`src/rtl/mem_arb_pkg.sv`:
```
// Shared definitions for the memory-bus arbiter: FSM encoding, timeout read data, wait counter width.
// Latency: n/a (types and constants only).
// Backpressure: n/a.
package mem_arb_pkg;

  typedef enum logic [1:0] {
    IDLE = 2'd0,
    BUS  = 2'd1,
    RESP = 2'd2
  } arb_state_t;

  // Read data returned to a core whose transaction was abandoned on timeout.
  localparam logic [31:0] RDATA_ON_TIMEOUT = 32'h0000_0000;

  localparam int WAIT_CNT_W = 16;

endpackage

```
`src/rtl/rr_pick.sv`:
```
// Round-robin pick: first requester found searching upward from last+1 with wrap.
// Latency: combinational, zero cycles.
// Backpressure: none; caller decides when the pick is consumed.
//
// Ports:
//   req    - one request bit per requester
//   last   - index of the previously granted requester
//   any    - at least one request is present
//   winner - index of the chosen requester (equals last when any is low)
module rr_pick
  import mem_arb_pkg::*;
#(
  parameter int N_CORES   = 2,
  parameter int CORE_BITS = (N_CORES > 1) ? $clog2(N_CORES) : 1
) (
  input  logic [N_CORES-1:0]   req,
  input  logic [CORE_BITS-1:0] last,
  output logic                 any,
  output logic [CORE_BITS-1:0] winner
);

  always_comb begin
    any    = 1'b0;
    winner = last;
    // Offset N_CORES wraps back onto last itself, so a lone repeat requester still wins.
    for (int k = 1; k <= N_CORES; k++) begin
      if (!any && req[(int'(last) + k) % N_CORES]) begin
        any    = 1'b1;
        winner = CORE_BITS'((int'(last) + k) % N_CORES);
      end
    end
  end

endmodule

```
`src/rtl/mem_arbiter.sv`:
```
// Round-robin arbiter sharing one valid/ready memory bus between N_CORES PicoRV32 harts.
// Latency: request seen -> bus_valid next cycle; bus_ready -> core_ready next cycle; 3 cycles min per transaction.
// Backpressure: cores hold valid until their one-cycle ready; a bus stuck without ready is abandoned after TIMEOUT.
//
// Ports:
//   clk, resetn                         - clock and async active-low reset
//   core_valid/addr/wdata/wstrb         - per-core request, packed 32/32/4 bits per core
//   core_ready, core_rdata              - per-core completion pulse and read data slice
//   bus_valid/addr/wdata/wstrb          - registered downstream request
//   bus_ready, bus_rdata                - downstream completion and read data
//   grant_id                            - index of current/last grant
//   err                                 - one-cycle pulse when a transaction times out
module mem_arbiter
  import mem_arb_pkg::*;
#(
  parameter int N_CORES   = 2,
  parameter int CORE_BITS = (N_CORES > 1) ? $clog2(N_CORES) : 1,
  parameter int TIMEOUT   = 255
) (
  input  logic                    clk,
  input  logic                    resetn,
  input  logic [N_CORES-1:0]      core_valid,
  input  logic [32*N_CORES-1:0]   core_addr,
  input  logic [32*N_CORES-1:0]   core_wdata,
  input  logic [4*N_CORES-1:0]    core_wstrb,
  output logic [N_CORES-1:0]      core_ready,
  output logic [32*N_CORES-1:0]   core_rdata,
  output logic                    bus_valid,
  output logic [31:0]             bus_addr,
  output logic [31:0]             bus_wdata,
  output logic [3:0]              bus_wstrb,
  input  logic                    bus_ready,
  input  logic [31:0]             bus_rdata,
  output logic [CORE_BITS-1:0]    grant_id,
  output logic                    err
);

  localparam logic [WAIT_CNT_W-1:0] TIMEOUT_L = WAIT_CNT_W'(TIMEOUT);

  arb_state_t             state, state_nxt;
  logic                   pick_any;
  logic [CORE_BITS-1:0]   pick_id;
  logic [WAIT_CNT_W-1:0]  wait_cnt;
  // Registered "counter reached TIMEOUT" flag: keeps the 16-bit compare out of the
  // next-state path and gives the bus one final cycle to answer before abandoning.
  logic                   timeout_hit;

  // grant_id doubles as the round-robin "last" pointer.
  rr_pick #(
    .N_CORES   (N_CORES),
    .CORE_BITS (CORE_BITS)
  ) u_rr_pick (
    .req    (core_valid),
    .last   (grant_id),
    .any    (pick_any),
    .winner (pick_id)
  );

  always_ff @(posedge clk or negedge resetn) begin
    if (!resetn) state <= IDLE;
    else         state <= state_nxt;
  end

  always_comb begin
    state_nxt = state;
    case (state)
      IDLE:    if (pick_any) state_nxt = BUS;
      BUS:     if (bus_ready || timeout_hit) state_nxt = RESP;
      RESP:    state_nxt = IDLE;
      default: state_nxt = IDLE;
    endcase
  end

  always_ff @(posedge clk or negedge resetn) begin
    if (!resetn) begin
      bus_valid   <= 1'b0;
      bus_addr    <= '0;
      bus_wdata   <= '0;
      bus_wstrb   <= '0;
      core_ready  <= '0;
      core_rdata  <= '0;
      err         <= 1'b0;
      grant_id    <= CORE_BITS'(N_CORES - 1);
      wait_cnt    <= '0;
      timeout_hit <= 1'b0;
    end else begin
      core_ready <= '0;
      err        <= 1'b0;
      case (state)
        IDLE: begin
          if (pick_any) begin
            grant_id    <= pick_id;
            bus_addr    <= core_addr[32*int'(pick_id) +: 32];
            bus_wdata   <= core_wdata[32*int'(pick_id) +: 32];
            bus_wstrb   <= core_wstrb[4*int'(pick_id) +: 4];
            bus_valid   <= 1'b1;
            wait_cnt    <= '0;
            timeout_hit <= 1'b0;
          end
        end
        BUS: begin
          if (bus_ready) begin
            core_rdata[32*int'(grant_id) +: 32] <= bus_rdata;
            core_ready[grant_id]                <= 1'b1;
            bus_valid                           <= 1'b0;
          end else if (timeout_hit) begin
            core_rdata[32*int'(grant_id) +: 32] <= RDATA_ON_TIMEOUT;
            core_ready[grant_id]                <= 1'b1;
            err                                 <= 1'b1;
            bus_valid                           <= 1'b0;
          end else begin
            if (wait_cnt != '1) wait_cnt <= wait_cnt + 1'b1;
            timeout_hit <= (TIMEOUT != 0) && (wait_cnt == TIMEOUT_L);
          end
        end
        default: ;
      endcase
    end
  end

endmodule

```
`config.mk`:
```
export PLATFORM = sky130hd
export DESIGN_NAME = mem_arbiter
export DESIGN_NICKNAME = d
export VERILOG_FILES = /design/src/rtl/mem_arb_pkg.sv /design/src/rtl/rr_pick.sv /design/src/rtl/mem_arbiter.sv
export SDC_FILE = /design/constraint.sdc
export NUM_CORES = 1
export LEC_CHECK = 0
export BUFFER_PORTS_ARGS = -buffer_cell sky130_fd_sc_hd__clkbuf_2
export CORE_UTILIZATION = 47
export DETAILED_ROUTE_END_ITERATION = 6
export GPL_TIMING_DRIVEN = 0
export HOLD_SLACK_MARGIN = 0.08
export PLACE_DENSITY_LB_ADDON = 0.05
export SYNTH_ARGS = -nofsm -noshare
export SYNTH_HDL_FRONTEND = slang
export SYNTH_SLANG_ARGS = --single-unit
```
`constraint.sdc`:
```
create_clock -name clk -period 2.4 [get_ports clk]
set_clock_uncertainty 0.2 [all_clocks]
set_input_delay 0 -clock clk [delete_from_list [all_inputs] [get_ports clk]]
set_output_delay 0 -clock clk [all_outputs]
set_load 0.02 [all_outputs]
```
==> flow_metrics.py, run 1 <==
metrics = {
    "clocking": {
        "cts_tree": "yes",
        "cts_made_buffers": 17,
        "clk_latency_ps": 430,
        "cts_sinks": 156,
        "path_clk_slew_ps": 60,
        "cts_root_buf": "clkbuf_16",
        "clk_path_buf_depth": 2,
        "ctsHtreeMaxLevel": 4,
    },
    "drt": {
        "num_vias": 7444,
        "ant_nets": 0,
        "first_pass_iters": 5,
        "vias_per_cell": 5.42,
        "detail_route.wl_per_cell_um": 18.2,
        "first_iter_violations": 507,
        "drt-total-wl_mm": 25.0,
        "drc": 0,
    },
    "timing": {
        "finalHoldViolations": 0,
        "fin_crit_sh": 0.958,
        "finalSetupViolations": 0,
        "finalCriticalPeriod_ps": 2300,
        "worst_slew_pin_slew_ps": 633,
        "slew_headroom": 0.578,
        "slew_violations": 0,
        "rsz0062_at_grt": "no",
        "worst_slack_ps": 101,
        "max_freq_mhz": 435,
        "tns_ps": 0,
    },
    "yosys": {
        "ys_warn_count": 0,
        "synth_edf_count": 0,
        "syn_area_per_cell_um2": 9.96,
        "synth_cell_types": 42,
        "synthArstFlopShare": 1.00,
        "synth_ff_type": "dfrtp_1",
        "synth_nets": 849,
        "syn_inst": 675,
        "ys_top_cells_by_area": "dfrtp_1 (58%), o21ai_0 (10%), mux2i_1 (10%), nand2_1 (9.9%), clkbuf_1 (2.2%)",
        "synth.largest_area_cell": "dfrtp_1",
        "synth_top_area_share": 0.577,
        "syn_area_mm2": 0.00672,
        "synth-seq-area-share": 0.581,
        "ys_ff_latch": 156,
    },
    "die": {
        "start_util": 0.482,
        "pin_count": 310,
        "rows": 43,
        "fp.dieW_um": 122,
        "die_y_um": 122,
        "core_area_mm2": 0.0139,
        "die_area_mm2": 0.0148,
    },
    "critical_path": {
        "cp_cell_sequence": "nand2_1, o21ai_0, clkbuf_2, buf_4, buf_4, mux2i_2, o21ai_0",
        "arrival_ps": 2390,
        "crit_slowest_cell": "dfstp_2",
        "slowest_delay_ps": 610,
        "cp_max_fo": 10,
        "critPathLaunchType": "flip-flop",
        "cp-end-kind": "flip-flop",
        "critical_path_class": "reg2reg",
        "required_ps": 2490,
    },
    "pwr": {
        "ir_drop_mv": 0.669,
        "leakagePower_nw": 5.58,
        "power.density_mw_per_mm2": 1120,
    },
    "grt": {
        "track_usage": 0.342,
        "grt_max_degree": 95,
        "first_global_vias": 7491,
        "gr-total-overflow": 0,
        "grt_first_pass_wirelength_mm": 38.2,
        "antenna_found_initial": 0,
    },
    "placement": {
        "gp_congestion": 0.802,
        "dpl_cell_area_mm2": 0.00852,
        "post-place-ws_ps": -336,
        "dpl.hpwl_mm": 14.7,
        "numPortBuffers": 308,
    },
    "layout": {
        "final_cell_mix": "clkbuf_2 (321), nand2_1 (178), dlygate4sd3_1 (175)",
        "fin_area_mm2": 0.0109,
        "mostFrequentLayoutCell": "clkbuf_2",
        "drive_gt1_frac": 0.311,
        "nNetsFinal": 1353,
        "syn2layout_area_growth_pct": 62.7,
        "fill_cells": 881,
    },
    "worst_hold_path": {
        "hold_path.class": "in2reg",
    },
    "run": {
        "maxCapViolCount": 0,
    },
    "outcome": {
        "status": "finished, final reports clean",
    },
}
-- synth_stat cells, drive strengths merged, types with 2 or more instances --
library cell    n
nand2         178
a22o            7
buf             8
o311a           2
nand3           8
inv             5
a31oi           2
o211ai          5
nand4           3
or4             2
o221ai          3
nor4            7
nor3            5
nand3b          2
clkbuf         39
mux2i          69
dfrtp         155
o21ai         141
a211o           3
o211a           2
nor2            7
and3            3
or3             2
a21oi           2
-- state kept, by name (all words and copies together) (netlist names), 2 cells and up --
| signal | count |
|---|---|
| core_rdata | 64 |
| bus_wdata | 32 |
| state | 2 |
| wait_cnt | 16 |
| bus_wstrb | 4 |
| bus_addr | 32 |
| core_ready | 2 |
-- per-stage QoR --
stage | total power, W | hold slack [ps] | utilization | std cells
final | 0.0123 | 188 | 0.785 | 1374
after detailed placement | 0.00913 | -175 | 0.612 | 1164
after global placement | 0.00905 | 61.9 | 0.609 | 1163
after global routing | 0.0129 | 210 | 0.784 | 1372
after floorplan | 0.00718 | -496 | - | 675
after CTS | 0.0120 | 174 | 0.779 | 1371
-- per-layer routing --
metal	GRT usage	up-vias	share of wire
li1	-	3353	-
met4	0.238	0	0.060
met2	0.570	441	0.49
met5	0	-	0
met3	0.0983	130	0.079
met1	0.378	3520	0.37
-- path summary, 6_finish.rpt --
| path | slack, ps | startpoint | cells past startpoint | to |
|---|---|---|---|---|
| max | 100 | grant_id | 7 | bus_addr[10] |
| min | 190 | bus_rdata[9] | 4 | core_rdata[41] |
| max reg2reg | 100 | grant_id | 7 | bus_addr[10] |
| min reg2reg | 280 | core_rdata[20] | 2 | core_rdata[20] |
| max in group asynchronous | 690 | resetn | 4 | grant_id |
| min in group asynchronous | 460 | resetn | 3 | core_rdata[11] |
-- report_power, final --
group	switching [W]	internal, W	leakage (nW)
Clock	0.00112	0.00153	0.275
Sequential	0.000683	0.00367	2.00
Combinational	0.00347	0.00181	3.31
-- worst max-delay path, delay by kind of cell, from the launching register on --
family / cells / cell delay [ps]
and+or+nand+nor: 1 / 60
DFF: 1 / 610
AOI/OAI and AO/OA: 2 / 180
muxes: 1 / 320
buffers and inverters: 3 / 800
-- kinds of logic after synthesis --
| logic type | synth area share |
|---|---|
| AOI/OAI and AO/OA | 0.143 |
| and+or+nand+nor | 0.139 |
| DFF | 0.581 |
| muxes | 0.104 |
| adders and majority gates | 0.00186 |
| buffers and inverters | 0.0302 |
-- cell type report --
type / count / area (µm²) / area share
Sequential cell: 156 / 3910 / 0.357
Inverter: 6 / 22.5 / 0.00206
Buffer: 47 / 203 / 0.0185
Timing Repair Buffer: 485 / 3340 / 0.305
Multi-Input combinational cell: 466 / 2660 / 0.243
Antenna cell: 2 / 5.00 / 0.000458
Clock inverter: 15 / 150 / 0.0137
Clock buffer: 17 / 425 / 0.0389
Tap cell: 180 / 225 / 0.0206
-- what timing repair did --
item / 4_1_cts / 5_1_grt
setup endpoints to repair: 60 / 103
hold buffers: 175 / 0
setup buffers: 0 / 1
cloned: 0 / 0
endpoints found under the hold margin: 289 / 0
gates resized for setup: 4 / 31
Note: power is estimated with default switching activity, not from simulation.
==> run 2, diff against run 1 <==
Settings changed: BUFFER_PORTS_ARGS -buffer_cell sky130_fd_sc_hd__clkbuf_2 to -buffer_cell sky130_fd_sc_hd__buf_4, SYNTH_HIERARCHICAL set to 1.
==> run 2 against run 1 <==
Net effect: routed wire length is 9.2% higher; final cell count fell by 0.29%; via count increased by 1.1%; sequential share of layout area shrank 2.2 points; sequential power hardly changed; global-route usage increased by 3.5 points; critical path depth fell by 2; core utilization rose by 5.4 points; combinational power increased by 21%; synthesized area decreased by 0.80%; design area up 6.5%; count of clock-buffer cells in the layout increased by 2.
==> flow_metrics.py, run 2 <==
metrics = {
    "yosys": {
        "synth_edf_count": 0,
        "synth.largest_area_cell": "dfrtp_1",
        "synth_xor_area_frac": 0,
        "synth_simple_gate_area_frac": 0.138,
        "synth_ff_type": "dfrtp_1",
        "synth_compound_area_frac": 0.138,
        "synth-seq-area-share": 0.586,
        "synth_top_family_by_area": "simple AND/OR/NAND/NOR gates",
        "synthMostInstantiatedCell": "dfrtp_1",
        "synth_cell_types": 37,
        "syn_area_per_cell_um2": 9.91,
        "synth_fa_ha_area_frac": 0.00188,
        "ys_ff_latch": 156,
        "ys_warn_count": 6,
        "synth.area.mux_share": 0.105,
        "syn_inst": 673,
        "synthArstFlopShare": 1.00,
        "ys_top_cells_by_area": "dfrtp_1 (58%), mux2i_1 (10%), nand2_1 (6.3%), o21ai_0 (5.7%), a21oi_1 (5.3%)",
        "synth_top_area_share": 0.582,
        "synth_nets": 847,
        "syn_area_mm2": 0.00667,
        "synthTopCellsByCount": "dfrtp_1 (155), nand2_1 (112), nor2_1 (81), o21ai_0 (76), a21oi_1 (71)",
    },
    "timing": {
        "fin_crit_sh": 0.973,
        "finalHoldViolations": 0,
        "slew_violations": 0,
        "slew_headroom": 0.605,
        "finalSetupViolations": 0,
        "finalCriticalPeriod_ps": 2330,
        "finalHoldWorstSlack_ps": 220,
        "max_freq_mhz": 428,
        "worst_slew_pin_slew_ps": 593,
    },
    "drt": {
        "ant_nets": 0,
        "detail_route.wl_per_cell_um": 19.9,
        "first_iter_violations": 594,
        "first_pass_iters": 4,
        "drt-total-wl_mm": 27.3,
        "drc": 0,
        "num_vias": 7527,
        "vias_per_cell": 5.49,
    },
    "critical_path": {
        "cp_cell_sequence": "mux2i_1, buf_2, buf_2, mux2i_1, a21oi_1",
        "cp-end-kind": "flip-flop",
        "slowest_delay_ps": 580,
        "reg2reg_to": "bus_addr[28]",
        "critical_path_class": "reg2reg",
        "crit_slowest_cell": "dfstp_2",
        "required_ps": 2480,
        "critPathLaunchType": "flip-flop",
        "reg2reg_slack_ps": 70,
        "cp-startpoint": "grant_id",
        "path_buf_inv": 2,
        "worstRegToRegCells": 5,
        "rr_startpoint": "grant_id",
        "cp_max_fo": 19,
        "arrival_ps": 2420,
        "critPathTopFamily": "buffers and inverters",
    },
    "grt": {
        "first_global_vias": 7775,
        "antenna_found_initial": 2,
        "grt_max_degree": 97,
        "gr-total-overflow": 0,
        "track_usage": 0.378,
        "grt_first_pass_wirelength_mm": 41.1,
    },
    "worst_hold_path": {
        "holdPathEnd": "core_rdata[59]",
        "hold_path.class": "in2reg",
        "min_from": "bus_rdata[27]",
        "min_path_cells": 4,
    },
    "die": {
        "die_y_um": 121,
        "rows": 43,
        "fp.dieW_um": 121,
        "pin_count": 310,
        "die_area_mm2": 0.0147,
        "core_area_mm2": 0.0139,
        "start_util": 0.480,
    },
    "layout": {
        "stdcell_count": 1370,
        "syn2layout_area_growth_pct": 74.6,
        "nNetsFinal": 1350,
        "utilization": 0.839,
        "final_cell_mix": "buf_4 (310), dlygate4sd3_1 (174), dfrtp_1 (155)",
        "mostFrequentLayoutCell": "buf_4",
        "reg_top3": "core_rdata (64), bus_addr (32), bus_wdata (32)",
        "fin_area_mm2": 0.0116,
        "largest_reg_flops": 64,
        "top_register": "core_rdata",
        "drive_gt1_frac": 0.313,
        "fill_cells": 746,
    },
    "pwr": {
        "p_comb_frac": 0.470,
        "power.share.switching": 0.412,
        "ir_drop_mv": 0.604,
        "internal_power_w": 0.00801,
        "pwr-share-clk": 0.209,
        "power_w": 0.0136,
        "leakagePower_nw": 5.64,
        "switching_power_w": 0.00562,
        "seqPwrFrac": 0.321,
        "power.density_mw_per_mm2": 1170,
    },
    "clocking": {
        "cts_made_buffers": 17,
        "clk_path_buf_depth": 2,
        "path_clk_slew_ps": 60,
        "clk_latency_ps": 420,
        "ctsHtreeMaxLevel": 4,
        "cts_sinks": 156,
        "cts_root_buf": "clkbuf_16",
        "cts_tree": "yes",
    },
    "placement": {
        "gp_congestion": 0.855,
        "dpl.hpwl_mm": 15.3,
        "dpl_cell_area_mm2": 0.00924,
        "numPortBuffers": 308,
        "placed_cells_incl_taps": 1162,
    },
    "run": {
        "maxCapViolCount": 0,
    },
    "outcome": {
        "status": "finished, final reports clean",
    },
}
[run 2: cell count changes after synthesis, sizes merged, moves of 5 or more]
cell    delta
o21ai     -55
o31ai      +6
nor2      +74
clkbuf     -5
o211ai     -5
buf        +5
a22o       -7
a21oi     +70
nand2     -66
[run 2: power by group through the flow]
stage	Combinational [W]	Sequential (W)	Clock (W)
after floorplan	0.00195	0.00551	0
after global placement	0.00578	0.00428	0
after detailed placement	0.00584	0.00432	0
after CTS	0.00610	0.00430	0.00284
after global routing	0.00682	0.00446	0.00297
final	0.00641	0.00438	0.00285
[run 2: how the worst max path moves through the flow]
stage | cells after the start | slack (ps) | end
finish | 5 | 70 | bus_addr[28]
global route | 5 | -40 | bus_addr[16]
CTS | 5 | 50 | bus_addr[4]
detailed placement | 6 | -190 | bus_addr[24]
global placement | 6 | -180 | bus_addr[23]
floorplan | 6 | 140 | bus_addr[16]
[run 2: timing repair]
action,in CTS,in global routing
resized for setup,1,25
pin swaps,0,2
setup endpoints to repair,16,69
endpoints found under the hold margin,291,0
hold buffers,174,0
buffers inserted,0,2
[run 2: cell type report]
class | instances | area [µm²] | share of cell area
inverter | 4 | 15.0 | 0.00129
antenna | 1 | 2.50 | 0.000215
clock buffer | 19 | 443 | 0.0380
timing repair buffer | 485 | 4100 | 0.352
clock inverter | 13 | 173 | 0.0148
tap | 180 | 225 | 0.0193
buffer | 46 | 205 | 0.0176
multi-input combinational | 466 | 2570 | 0.221
sequential | 156 | 3910 | 0.335
[run 2: worst register-to-register path: cells and delay by family (launching register included)]
| family | cells | cell delay (ps) |
|---|---|---|
| buf+inv | 2 | 780 |
| mux | 2 | 520 |
| compound gates | 1 | 110 |
| flops | 1 | 580 |
[run 2: cell families after synthesis]
group           Yosys count
simple gates            223
compound gates          172
flops                   156
mux                      70
buf+inv                  51
fa+ha+maj                 1
[run 2: metrics by stage]
stage	worst slack, ps	TNS, ps
floorplan	140	0
global placement	-181	-1720
detailed placement	-188	-1660
CTS	50.8	0
global route	-41.1	-189
finish	66.0	0
[run 2: per-layer routing]
layer	up-vias	wire [µm]	global-route usage
met5	-	0	0
met4	0	1670	0.254
met3	141	2320	0.118
met2	469	13600	0.629
met1	3618	9640	0.413
li1	3299	-	-
==> run 3, diff against run 2 <==
Settings changed: ABC_AREA set to 1, CAP_MARGIN set to 20.
==> run 3 against run 2 <==
Net effect: register-to-register slack gained 60 ps; sequential cell count is the same; sequential share of layout area shrank 0.81 points; synthesized cell count grew 18%; highest routed layer unchanged; largest power group unchanged; count of clock-buffer cells in the layout grew 3; sequential power grew 3%; largest cell class unchanged.
==> flow_metrics.py, run 3 <==
metrics = {
    "layout": {
        "top_register": "core_rdata",
        "largest_reg_flops": 64,
        "utilization": 0.846,
        "final_cell_mix": "buf_4 (311), nand2_1 (279), dlygate4sd3_1 (186)",
        "drive_gt1_frac": 0.308,
        "nNetsFinal": 1482,
        "syn2layout_area_growth_pct": 72.7,
        "mostFrequentLayoutCell": "buf_4",
        "reg_top3": "core_rdata (64), bus_addr (32), bus_wdata (32)",
        "fill_cells": 729,
    },
    "yosys": {
        "synthArstFlopShare": 1.00,
        "synth_ff_type": "dfrtp_1",
        "syn_area_per_cell_um2": 8.69,
        "syn_inst": 795,
        "ys_ff_latch": 156,
        "synthMostInstantiatedCell": "nand2_1",
        "synthTopCellsByCount": "nand2_1 (279), dfrtp_1 (155), nor2_1 (87), a31oi_1 (68), o21ai_1 (44)",
        "synth_top_area_share": 0.562,
        "ys_warn_count": 6,
        "synth.largest_area_cell": "dfrtp_1",
        "ys_top_cells_by_area": "dfrtp_1 (56%), nand2_1 (15%), a31oi_1 (6.2%), nor2_1 (4.7%), o21ai_1 (3.2%)",
        "synth_edf_count": 0,
        "synth_nets": 969,
        "syn_area_mm2": 0.00691,
        "synth-seq-area-share": 0.566,
        "synth_cell_types": 34,
    },
    "die": {
        "die_area_mm2": 0.0152,
        "fp.dieW_um": 123,
        "pin_count": 310,
        "start_util": 0.490,
        "core_area_mm2": 0.0141,
        "die_y_um": 123,
        "rows": 43,
    },
    "worst_hold_path": {
        "hold_path.class": "in2reg",
        "min_path_cells": 5,
        "holdPathEnd": "bus_valid",
        "min_from": "core_valid[1]",
    },
    "timing": {
        "rsz0062_at_grt": "no",
        "slew_violations": 0,
        "finalHoldViolations": 0,
        "slew_headroom": 0.563,
        "finalSetupViolations": 0,
        "tns_ps": 0,
        "max_freq_mhz": 441,
        "worst_slew_pin_slew_ps": 653,
        "finalCriticalPeriod_ps": 2270,
        "fin_crit_sh": 0.946,
    },
    "grt": {
        "grt_max_degree": 92,
        "grt_first_pass_wirelength_mm": 45.0,
        "antenna_found_initial": 1,
        "first_global_vias": 8756,
        "gr-total-overflow": 0,
        "track_usage": 0.398,
    },
    "critical_path": {
        "cp_max_fo": 10,
        "required_ps": 2520,
        "reg2reg_slack_ps": 130,
        "worstRegToRegCells": 8,
        "path_common_cell": "nand2_1",
        "reg2reg_to": "bus_wdata[3]",
        "cp_cell_sequence": "inv_1, nand2_1, nand2_1, buf_2, inv_2, clkbuf_1, nand2_1, a31oi_1",
        "critPathTopFamily": "buffers and inverters",
        "path_buf_inv": 4,
        "arrival_ps": 2390,
        "slowest_delay_ps": 590,
        "critical_path_class": "reg2reg",
        "critPathLaunchType": "flip-flop",
        "cp-end-kind": "flip-flop",
        "crit_slowest_cell": "dfstp_2",
        "rr_startpoint": "grant_id",
    },
    "pwr": {
        "ir_drop_mv": 0.758,
        "power.density_mw_per_mm2": 1200,
        "leakagePower_nw": 5.76,
    },
    "clocking": {
        "ctsHtreeMaxLevel": 4,
        "cts_root_buf": "clkbuf_16",
        "cts_sinks": 156,
        "path_clk_slew_ps": 70,
        "clk_latency_ps": 430,
        "cts_made_buffers": 17,
        "post_cts_buffers": 0,
        "clk_path_buf_depth": 2,
        "cts_tree": "yes",
    },
    "drt": {
        "num_vias": 8438,
        "first_iter_violations": 596,
        "vias_per_cell": 5.62,
        "detail_route.wl_per_cell_um": 19.5,
        "drc": 0,
        "first_pass_iters": 6,
        "drt-total-wl_mm": 29.4,
        "ant_nets": 0,
    },
    "placement": {
        "dpl.hpwl_mm": 16.2,
        "numPortBuffers": 308,
        "gp_congestion": 0.902,
    },
    "run": {
        "maxCapViolCount": 0,
    },
    "outcome": {
        "status": "finished, final reports clean",
    },
}
-- run 3: where the power goes --
part	switching (W)	total (W)	internal, W
Combinational	0.00431	0.00704	0.00273
Sequential	0.000752	0.00451	0.00376
Clock	0.00111	0.00272	0.00161
Total	0.00617	0.0143	0.00810
-- run 3: worst max path at each step --
| stage | startpoint | endpoint | slack (ps) | cells past startpoint |
|---|---|---|---|---|
| 2_1_floorplan | grant_id | bus_addr[8] | 520 | 9 |
| 3_3_place_gp | grant_id | bus_addr[5] | 90 | 9 |
| 3_5_place_dp | grant_id | bus_addr[5] | 80 | 9 |
| 4_1_cts | grant_id | bus_addr[5] | 50 | 9 |
| 5_1_grt | grant_id | bus_addr[15] | 30 | 9 |
| 6_report | grant_id | bus_wdata[3] | 130 | 8 |
-- run 3: logic make-up after synthesis --
family	count (synthesis)	share of synthesized area
compound gates	149	0.125
xor+xnor	8	0.0101
fa+ha+maj	1	0.00181
buf+inv	71	0.0529
flops	156	0.566
simple gates	410	0.245
-- run 3: tightest hold or removal path, cell delays in order --
cell and delay, ps:
buf_4 110, or2_1 200, nor3b_2 230, inv_2 90
o21ai_0 80
-- run 3: layer usage --
layer / track usage / wire length [µm]
met4: 0.319 / 2420
met5: 0 / 0
met2: 0.660 / 13800
met3: 0.132 / 3040
met1: 0.412 / 10100
-- run 3: through the flow --
step / hold slack (ps) / area (µm²) / total power, W / setup WS [ps] / cells
2_1_floorplan: -496 / 6910 / 0.00793 / 523 / 795
3_3_place_gp: 71.0 / 9440 / 0.0107 / 88.1 / 1283
3_5_place_dp: -166 / 9470 / 0.0108 / 79.2 / 1284
4_1_cts: 134 / 11900 / 0.0137 / 47.9 / 1502
5_1_grt: 149 / 11900 / 0.0149 / 34.3 / 1502
6_report: 131 / 11900 / 0.0143 / 131 / 1502
-- run 3: layout make-up --
cell class                      instances  area, µm²  share of cell area
Clock inverter                         10        115             0.00965
Sequential cell                       156       3910               0.327
Buffer                                 48        282              0.0236
Clock buffer                           22        474              0.0398
Inverter                               22       85.1             0.00713
Antenna cell                            1       2.50            0.000210
Tap cell                              180        225              0.0189
Timing Repair Buffer                  495       4210               0.353
Multi-Input combinational cell        568       2640               0.221
-- run 3: repair_timing --
action / in CTS / in global routing
resized for setup: 0 / 4
endpoints found under the setup margin: 0 / 16
endpoints found under the hold margin: 296 / 0
hold buffers: 186 / 0
